===== src/rtl/lsu_pkg.sv =====
// Shared types and constants for the load/store unit.
// Optional build macro: LSU_MISALIGN_CHECK_EN (see lsu_align.sv).
package lsu_pkg;

  // Transaction sequencing states
  typedef enum logic [1:0] {
    IDLE,
    WAIT_GNT,
    WAIT_RVALID,
    RESP
  } lsu_state_e;

  // RISC-V funct3 encodings for loads and stores
  localparam logic [2:0] F3_B  = 3'b000;
  localparam logic [2:0] F3_H  = 3'b001;
  localparam logic [2:0] F3_W  = 3'b010;
  localparam logic [2:0] F3_BU = 3'b100;
  localparam logic [2:0] F3_HU = 3'b101;

  // Base byte-enable patterns before shifting to the addressed lane
  localparam logic [3:0] BE_NONE = 4'b0000;
  localparam logic [3:0] BE_B    = 4'b0001;
  localparam logic [3:0] BE_H    = 4'b0011;
  localparam logic [3:0] BE_W    = 4'b1111;

  // Stores only know B/H/W; loads additionally have the unsigned forms
  function automatic logic lsu_type_legal(input logic we, input logic [2:0] f3);
    logic ok;
    if (we) ok = (f3 == F3_B) || (f3 == F3_H) || (f3 == F3_W);
    else    ok = (f3 == F3_B) || (f3 == F3_H) || (f3 == F3_W) ||
                 (f3 == F3_BU) || (f3 == F3_HU);
    return ok;
  endfunction

endpackage


===== src/rtl/lsu_align.sv =====
// Combinational lane logic for the LSU: byte enables, store data
// replication, load lane extraction and sign/zero extension.
// Build macro LSU_MISALIGN_CHECK_EN: when defined, misaligned halfword/word
// accesses are reported as errors; otherwise offending low address bits are
// forced to zero and the access proceeds.
module lsu_align
  import lsu_pkg::*;
(
  input  logic        st_we_i,
  input  logic [2:0]  st_type_i,
  input  logic [1:0]  st_off_i,
  input  logic [31:0] st_wdata_i,
  output logic        st_err_o,
  output logic [1:0]  st_off_o,
  output logic [3:0]  st_be_o,
  output logic [31:0] st_wdata_o,
  input  logic [2:0]  ld_type_i,
  input  logic [1:0]  ld_off_i,
  input  logic [31:0] ld_rdata_i,
  output logic [31:0] ld_rdata_o
);

  logic        st_legal;
  logic [31:0] ld_shift;

  assign st_legal = lsu_type_legal(st_we_i, st_type_i);

  // Snap the lane offset down to the natural alignment of the access size
  always_comb begin
    st_off_o = st_off_i;
    case (st_type_i[1:0])
      2'b01:   st_off_o = {st_off_i[1], 1'b0};
      2'b10:   st_off_o = 2'b00;
      default: st_off_o = st_off_i;
    endcase
  end

`ifdef LSU_MISALIGN_CHECK_EN
  logic misaligned;

  // Flag halfword/word accesses whose offset breaks natural alignment
  always_comb begin
    misaligned = 1'b0;
    case (st_type_i[1:0])
      2'b01:   misaligned = st_off_i[0];
      2'b10:   misaligned = |st_off_i;
      default: misaligned = 1'b0;
    endcase
  end

  assign st_err_o = ~st_legal | misaligned;
`else
  assign st_err_o = ~st_legal;
`endif

  // Byte enables and lane-replicated write data for the aligned offset
  always_comb begin
    st_be_o    = BE_NONE;
    st_wdata_o = st_wdata_i;
    case (st_type_i[1:0])
      2'b00: begin
        st_be_o    = BE_B << st_off_o;
        st_wdata_o = {4{st_wdata_i[7:0]}};
      end
      2'b01: begin
        st_be_o    = BE_H << st_off_o;
        st_wdata_o = {2{st_wdata_i[15:0]}};
      end
      2'b10: begin
        st_be_o    = BE_W;
        st_wdata_o = st_wdata_i;
      end
      default: begin
        st_be_o    = BE_NONE;
        st_wdata_o = st_wdata_i;
      end
    endcase
  end

  assign ld_shift = ld_rdata_i >> {ld_off_i, 3'b000};

  // Pick the addressed lane out of the bus word and extend it to 32 bits
  always_comb begin
    ld_rdata_o = '0;
    case (ld_type_i)
      F3_B:    ld_rdata_o = {{24{ld_shift[7]}}, ld_shift[7:0]};
      F3_H:    ld_rdata_o = {{16{ld_shift[15]}}, ld_shift[15:0]};
      F3_W:    ld_rdata_o = ld_shift;
      F3_BU:   ld_rdata_o = {24'b0, ld_shift[7:0]};
      F3_HU:   ld_rdata_o = {16'b0, ld_shift[15:0]};
      default: ld_rdata_o = '0;
    endcase
  end

endmodule


===== src/rtl/lsu.sv =====
// Load/store unit: one outstanding req/gnt/rvalid data-memory transaction
// per execute-stage request, with registered handshake outputs.
// Build macro LSU_MISALIGN_CHECK_EN enables misalignment errors.
module lsu
  import lsu_pkg::*;
#(
  parameter int unsigned       ADDR_W          = 32,
  parameter logic [ADDR_W-1:0] ADDR_ALIGN_MASK = 32'hFFFF_FFFC
) (
  input  logic              clk_i,
  input  logic              rst_ni,
  input  logic              lsu_req_i,
  input  logic              lsu_we_i,
  input  logic [2:0]        lsu_type_i,
  input  logic [ADDR_W-1:0] lsu_addr_i,
  input  logic [31:0]       lsu_wdata_i,
  output logic              lsu_ready_o,
  output logic              lsu_rvalid_o,
  output logic [31:0]       lsu_rdata_o,
  output logic              lsu_err_o,
  output logic              busy_o,
  output logic              data_req_o,
  input  logic              data_gnt_i,
  output logic [ADDR_W-1:0] data_addr_o,
  output logic              data_we_o,
  output logic [3:0]        data_be_o,
  output logic [31:0]       data_wdata_o,
  input  logic              data_rvalid_i,
  input  logic [31:0]       data_rdata_i
);

  lsu_state_e        state_q, state_d;
  logic              we_q, we_d;
  logic [2:0]        type_q, type_d;
  logic [1:0]        off_q, off_d;
  logic [ADDR_W-1:0] addr_q, addr_d;
  logic [3:0]        be_q, be_d;
  logic [31:0]       wdata_q, wdata_d;
  logic              err_q, err_d;
  logic [31:0]       rdata_q, rdata_d;
  logic              ready_q, ready_d;
  logic              busy_q, busy_d;
  logic              req_q, req_d;
  logic              rvalid_q, rvalid_d;
  logic              err_out_q, err_out_d;

  logic              st_err;
  logic [1:0]        st_off;
  logic [3:0]        st_be;
  logic [31:0]       st_wdata;
  logic [31:0]       ld_rdata;

  lsu_align u_align (
    .st_we_i    (lsu_we_i),
    .st_type_i  (lsu_type_i),
    .st_off_i   (lsu_addr_i[1:0]),
    .st_wdata_i (lsu_wdata_i),
    .st_err_o   (st_err),
    .st_off_o   (st_off),
    .st_be_o    (st_be),
    .st_wdata_o (st_wdata),
    .ld_type_i  (type_q),
    .ld_off_i   (off_q),
    .ld_rdata_i (data_rdata_i),
    .ld_rdata_o (ld_rdata)
  );

  // Next-state and next-output computation for the transaction sequencer
  always_comb begin
    state_d = state_q;
    we_d    = we_q;
    type_d  = type_q;
    off_d   = off_q;
    addr_d  = addr_q;
    be_d    = be_q;
    wdata_d = wdata_q;
    err_d   = err_q;
    rdata_d = rdata_q;
    case (state_q)
      IDLE: begin
        if (lsu_req_i) begin
          we_d    = lsu_we_i;
          type_d  = lsu_type_i;
          off_d   = st_off;
          addr_d  = lsu_addr_i & ADDR_ALIGN_MASK;
          be_d    = st_be;
          wdata_d = st_wdata;
          rdata_d = '0;
          err_d   = st_err;
          state_d = st_err ? RESP : WAIT_GNT;
        end
      end
      WAIT_GNT: begin
        if (data_gnt_i) state_d = WAIT_RVALID;
      end
      WAIT_RVALID: begin
        if (data_rvalid_i) begin
          rdata_d = we_q ? 32'h0 : ld_rdata;
          state_d = RESP;
        end
      end
      RESP: begin
        rdata_d = '0;
        err_d   = 1'b0;
        state_d = IDLE;
      end
      default: state_d = IDLE;
    endcase
    ready_d   = (state_d == IDLE);
    busy_d    = (state_d != IDLE);
    req_d     = (state_d == WAIT_GNT);
    rvalid_d  = (state_d == RESP);
    err_out_d = (state_d == RESP) & err_d;
  end

  // State and output registers; reset abandons any transaction in flight
  always_ff @(posedge clk_i) begin
    if (!rst_ni) begin
      state_q   <= IDLE;
      we_q      <= 1'b0;
      type_q    <= '0;
      off_q     <= '0;
      addr_q    <= '0;
      be_q      <= '0;
      wdata_q   <= '0;
      err_q     <= 1'b0;
      rdata_q   <= '0;
      ready_q   <= 1'b1;
      busy_q    <= 1'b0;
      req_q     <= 1'b0;
      rvalid_q  <= 1'b0;
      err_out_q <= 1'b0;
    end else begin
      state_q   <= state_d;
      we_q      <= we_d;
      type_q    <= type_d;
      off_q     <= off_d;
      addr_q    <= addr_d;
      be_q      <= be_d;
      wdata_q   <= wdata_d;
      err_q     <= err_d;
      rdata_q   <= rdata_d;
      ready_q   <= ready_d;
      busy_q    <= busy_d;
      req_q     <= req_d;
      rvalid_q  <= rvalid_d;
      err_out_q <= err_out_d;
    end
  end

  assign lsu_ready_o  = ready_q;
  assign busy_o       = busy_q;
  assign lsu_rvalid_o = rvalid_q;
  assign lsu_err_o    = err_out_q;
  assign lsu_rdata_o  = rdata_q;
  assign data_req_o   = req_q;
  assign data_addr_o  = addr_q;
  assign data_we_o    = we_q;
  assign data_be_o    = be_q;
  assign data_wdata_o = wdata_q;

endmodule


===== config.mk =====
export PLATFORM = sky130hd
export DESIGN_NAME = lsu
export DESIGN_NICKNAME = d
export VERILOG_FILES = /design/src/rtl/lsu_pkg.sv /design/src/rtl/lsu_align.sv /design/src/rtl/lsu.sv
export SDC_FILE = /design/constraint.sdc
export NUM_CORES = 1
export LEC_CHECK = 0
export ABC_CLOCK_PERIOD_IN_PS = 4500
export CELL_PAD_IN_SITES_DETAIL_PLACEMENT = 1
export CELL_PAD_IN_SITES_GLOBAL_PLACEMENT = 1
export CORE_MARGIN = 5
export CORE_UTILIZATION = 33
export CTS_BUF_LIST = sky130_fd_sc_hd__clkbuf_16
export DETAILED_ROUTE_END_ITERATION = 12
export PLACE_DENSITY_LB_ADDON = 0.2
export REMOVE_ABC_BUFFERS = 1
export SYNTH_ARGS = -nofsm -noshare
export SYNTH_HDL_FRONTEND = slang
export SYNTH_SLANG_ARGS = --single-unit

===== constraint.sdc =====
create_clock -name clk_i -period 4.5 [get_ports clk_i]
set_clock_uncertainty 0.05 [all_clocks]
set_input_delay 0.9 -clock clk_i [delete_from_list [all_inputs] [get_ports clk_i]]
set_output_delay 0.9 -clock clk_i [all_outputs]
set_load 0.02 [all_outputs]

==> metrics.txt <==
die height 131.1 um; pre-CTS setup slack 0.6696 ns; Post-Syn Instances 539; startpoint types input port; Worst Path Class, Setup in2reg; Fmax roughly 290 MHz; worst vdd ir 0.3405 mV; total power ~3.4 mW; most frequent cells in the layout clkdlybuf4s50_1 (208), nand2_1 (113), dfxtp_1 (112); CTS resizes 0; crit-path max FO 17; #FFs+latches synth 112; via total after detailed routing 4747; critical path capture point type flop; worst-margin pin slew 1.136 ns; fin worst setup slack ~1.0 ns; TritonCTS buffer count 9; Final setup viols 0; Hold/Removal Path Class reg2reg; GRT Resource Usage Total 0.1892; vias in the first global route 5158; R2R setup slack approximately 2.0 ns; core area between 0.01 and 0.015 mm^2; first-pass GRT wire length around 27000 um; clock root buffer clkbuf_16; post-synthesis sequential area ratio 0.4633; ranking of synthesized cells by area dfxtp_1 (46%), nand2_1 (8.8%), a21oi_1 (7.9%); Initial Util 0.3343; share of cells above drive strength 1 0.06044; ANT nets after route 0; Max-slew headroom 0.2429; Worst-path clk slew 0.07 ns; Mapped Area 0.004840 mm^2; dpl cells 898; First-pass DRT Iterations 4; largest net degree at the start of global routing 76; gp weighted congestion just under 0.8; pins over their slew limit 0; largest area contributor in the netlist dfxtp_1; Pwr Density 465.3 mW/mm^2; remaining global-route overflow 0; HPWL after DPL 12120 um; RSZ-0062 raised after global routing no; H-tree level count 3; design area 0.007286 mm^2; max-cap viol count 0; Final min period 3.492 ns; final hold violation count 0; final wirelength 16740 um; worst hold slack 0.4072 ns; Buffers on Ports between 200 and 250; full die area 0.01719 mm^2; row count 44; io pins 211; DRC 0; Synth Warn # 0; CTS tree built; Die Span X 131.1 um; wire per inst 18.36 um; commonest non-fill, non-tap cell in the layout clkdlybuf4s50_1; Yosys cell types 44; vias per cell 5.205; fin nets 837; worst path required time roughly 4.7 ns; Sink Count about 110; Initial DRC Count 222; CTS max path bufs 2; Post-Layout Cell Count 912; clk_lat worst skew 0.34 ns; ANT cells 0; Finished Core Util 0.5032; status completed; Worst EP arrival ~3.7 ns; part of the cycle the worst path needs 0.7761; fillers 1691; postcts setup bufs 0; total negative slack 0 ns; top-area cell type share of the netlist area 0.4633; Leak approximately 2.6 nW; syn avg cell area 8.979 um^2; initial antenna violation count 0; hold buffer count at CTS 0; area growth from synthesis to layout 50.54%; placed inst area ~0.0070 mm^2
-- kinds of logic (layout without fill, tap and decap cells) --
group,Yosys count,after routing,share of synthesized area
AND/OR/NAND/NOR,173,173,0.1613
AO/OA/AOI/OAI,164,164,0.2231
flip-flops,112,112,0.4633
buffers and inverters,49,237,0.04214
multiplexers,33,33,0.09126
adder cells (fa/ha/maj),7,7,0.01810
other,1,2,0.0007749
-- routing by layer --
metal | GRT usage | share of wire | routed length (um) | up-vias
met5 | 0 | 0 | 0 | -
met4 | 0.03522 | 0.0065 | 109 | 0
met3 | 0.06460 | 0.061 | 1019 | 8
met2 | 0.3296 | 0.51 | 8564 | 133
met1 | 0.2283 | 0.42 | 7047 | 2308
li1 | - | - | - | 2298
-- layout make-up --
| class | count | area, um^2 | area share |
|---|---|---|---|
| Timing Repair Buffer | 216 | 2142 | 0.2940 |
| Inverter | 7 | 26.28 | 0.003606 |
| Tap cell | 184 | 230.2 | 0.03160 |
| Sequential cell | 112 | 2242 | 0.3077 |
| Multi-Input combinational cell | 379 | 2401 | 0.3296 |
| Clock inverter | 5 | 18.77 | 0.002576 |
| Clock buffer | 9 | 225.2 | 0.03091 |
-- power by group --
part           internal, mW  switching (mW)
clock                 0.360           0.342
combinational         0.594           0.821
sequential             1.17           0.100
-- path summary, 6_finish.rpt --
path / start / to / cells after the start
worst max-delay path: lsu_type_i[1] / lsu_err_o / 8
worst min-delay path: data_addr_o[10] / data_addr_o[10] / 2
worst max register to register: off_q[1] / lsu_rdata_o[29] / 5
worst min register to register: data_addr_o[10] / data_addr_o[10] / 2
-- flip-flops by register name, summed over array words and instances, names as in the netlist --
| name | flops |
|---|---|
| data_wdata_o | 32 |
| lsu_err_o | 1 |
| lsu_rdata_o | 32 |
| type_q | 3 |
| data_req_o | 1 |
| busy_o | 1 |
| data_addr_o | 30 |
| lsu_ready_o | 1 |
| off_q | 2 |
| lsu_rvalid_o | 1 |
| err_q | 1 |
| data_we_o | 1 |
| data_be_o | 4 |
| state_q | 2 |
-- synth_stat cells --
cell type / count
ha_1: 7
and3_1: 2
dfxtp_1: 112
nand3b_1: 3
o21a_1: 2
mux2i_1: 16
a21oi_1: 76
mux4_2: 8
nand3_1: 2
o21ai_2: 1
nor2_1: 20
nor3_2: 1
nand2_1: 114
or4_4: 1
a211oi_1: 8
nor4b_4: 1
buf_1: 3
nor2_2: 1
o2bb2ai_1: 7
o41ai_1: 1
nand2b_1: 14
o22ai_1: 2
conb_1: 1
clkbuf_1: 32
o211ai_1: 3
a22oi_1: 8
a31oi_1: 2
buf_4: 2
o21ai_0: 18
a211oi_4: 1
nor2b_2: 1
or4_1: 2
a311oi_1: 9
a2bb2oi_1: 1
a221o_1: 17
nor3b_1: 3
buf_6: 1
nor2b_1: 3
buf_2: 4
inv_1: 7
a221oi_1: 8
and2_1: 3
nor3_1: 2
mux2_2: 9
-- worst max-delay path: stages --
cell             delay [ns]
clkdlybuf4s50_1        0.46
buf_4                  0.26
inv_1                  0.15
ha_1                   0.40
nor2_2                 0.45
o22ai_1                0.20
a311oi_1               0.63
and3_1                 0.26
Note: power is estimated with default switching activity, not from simulation.
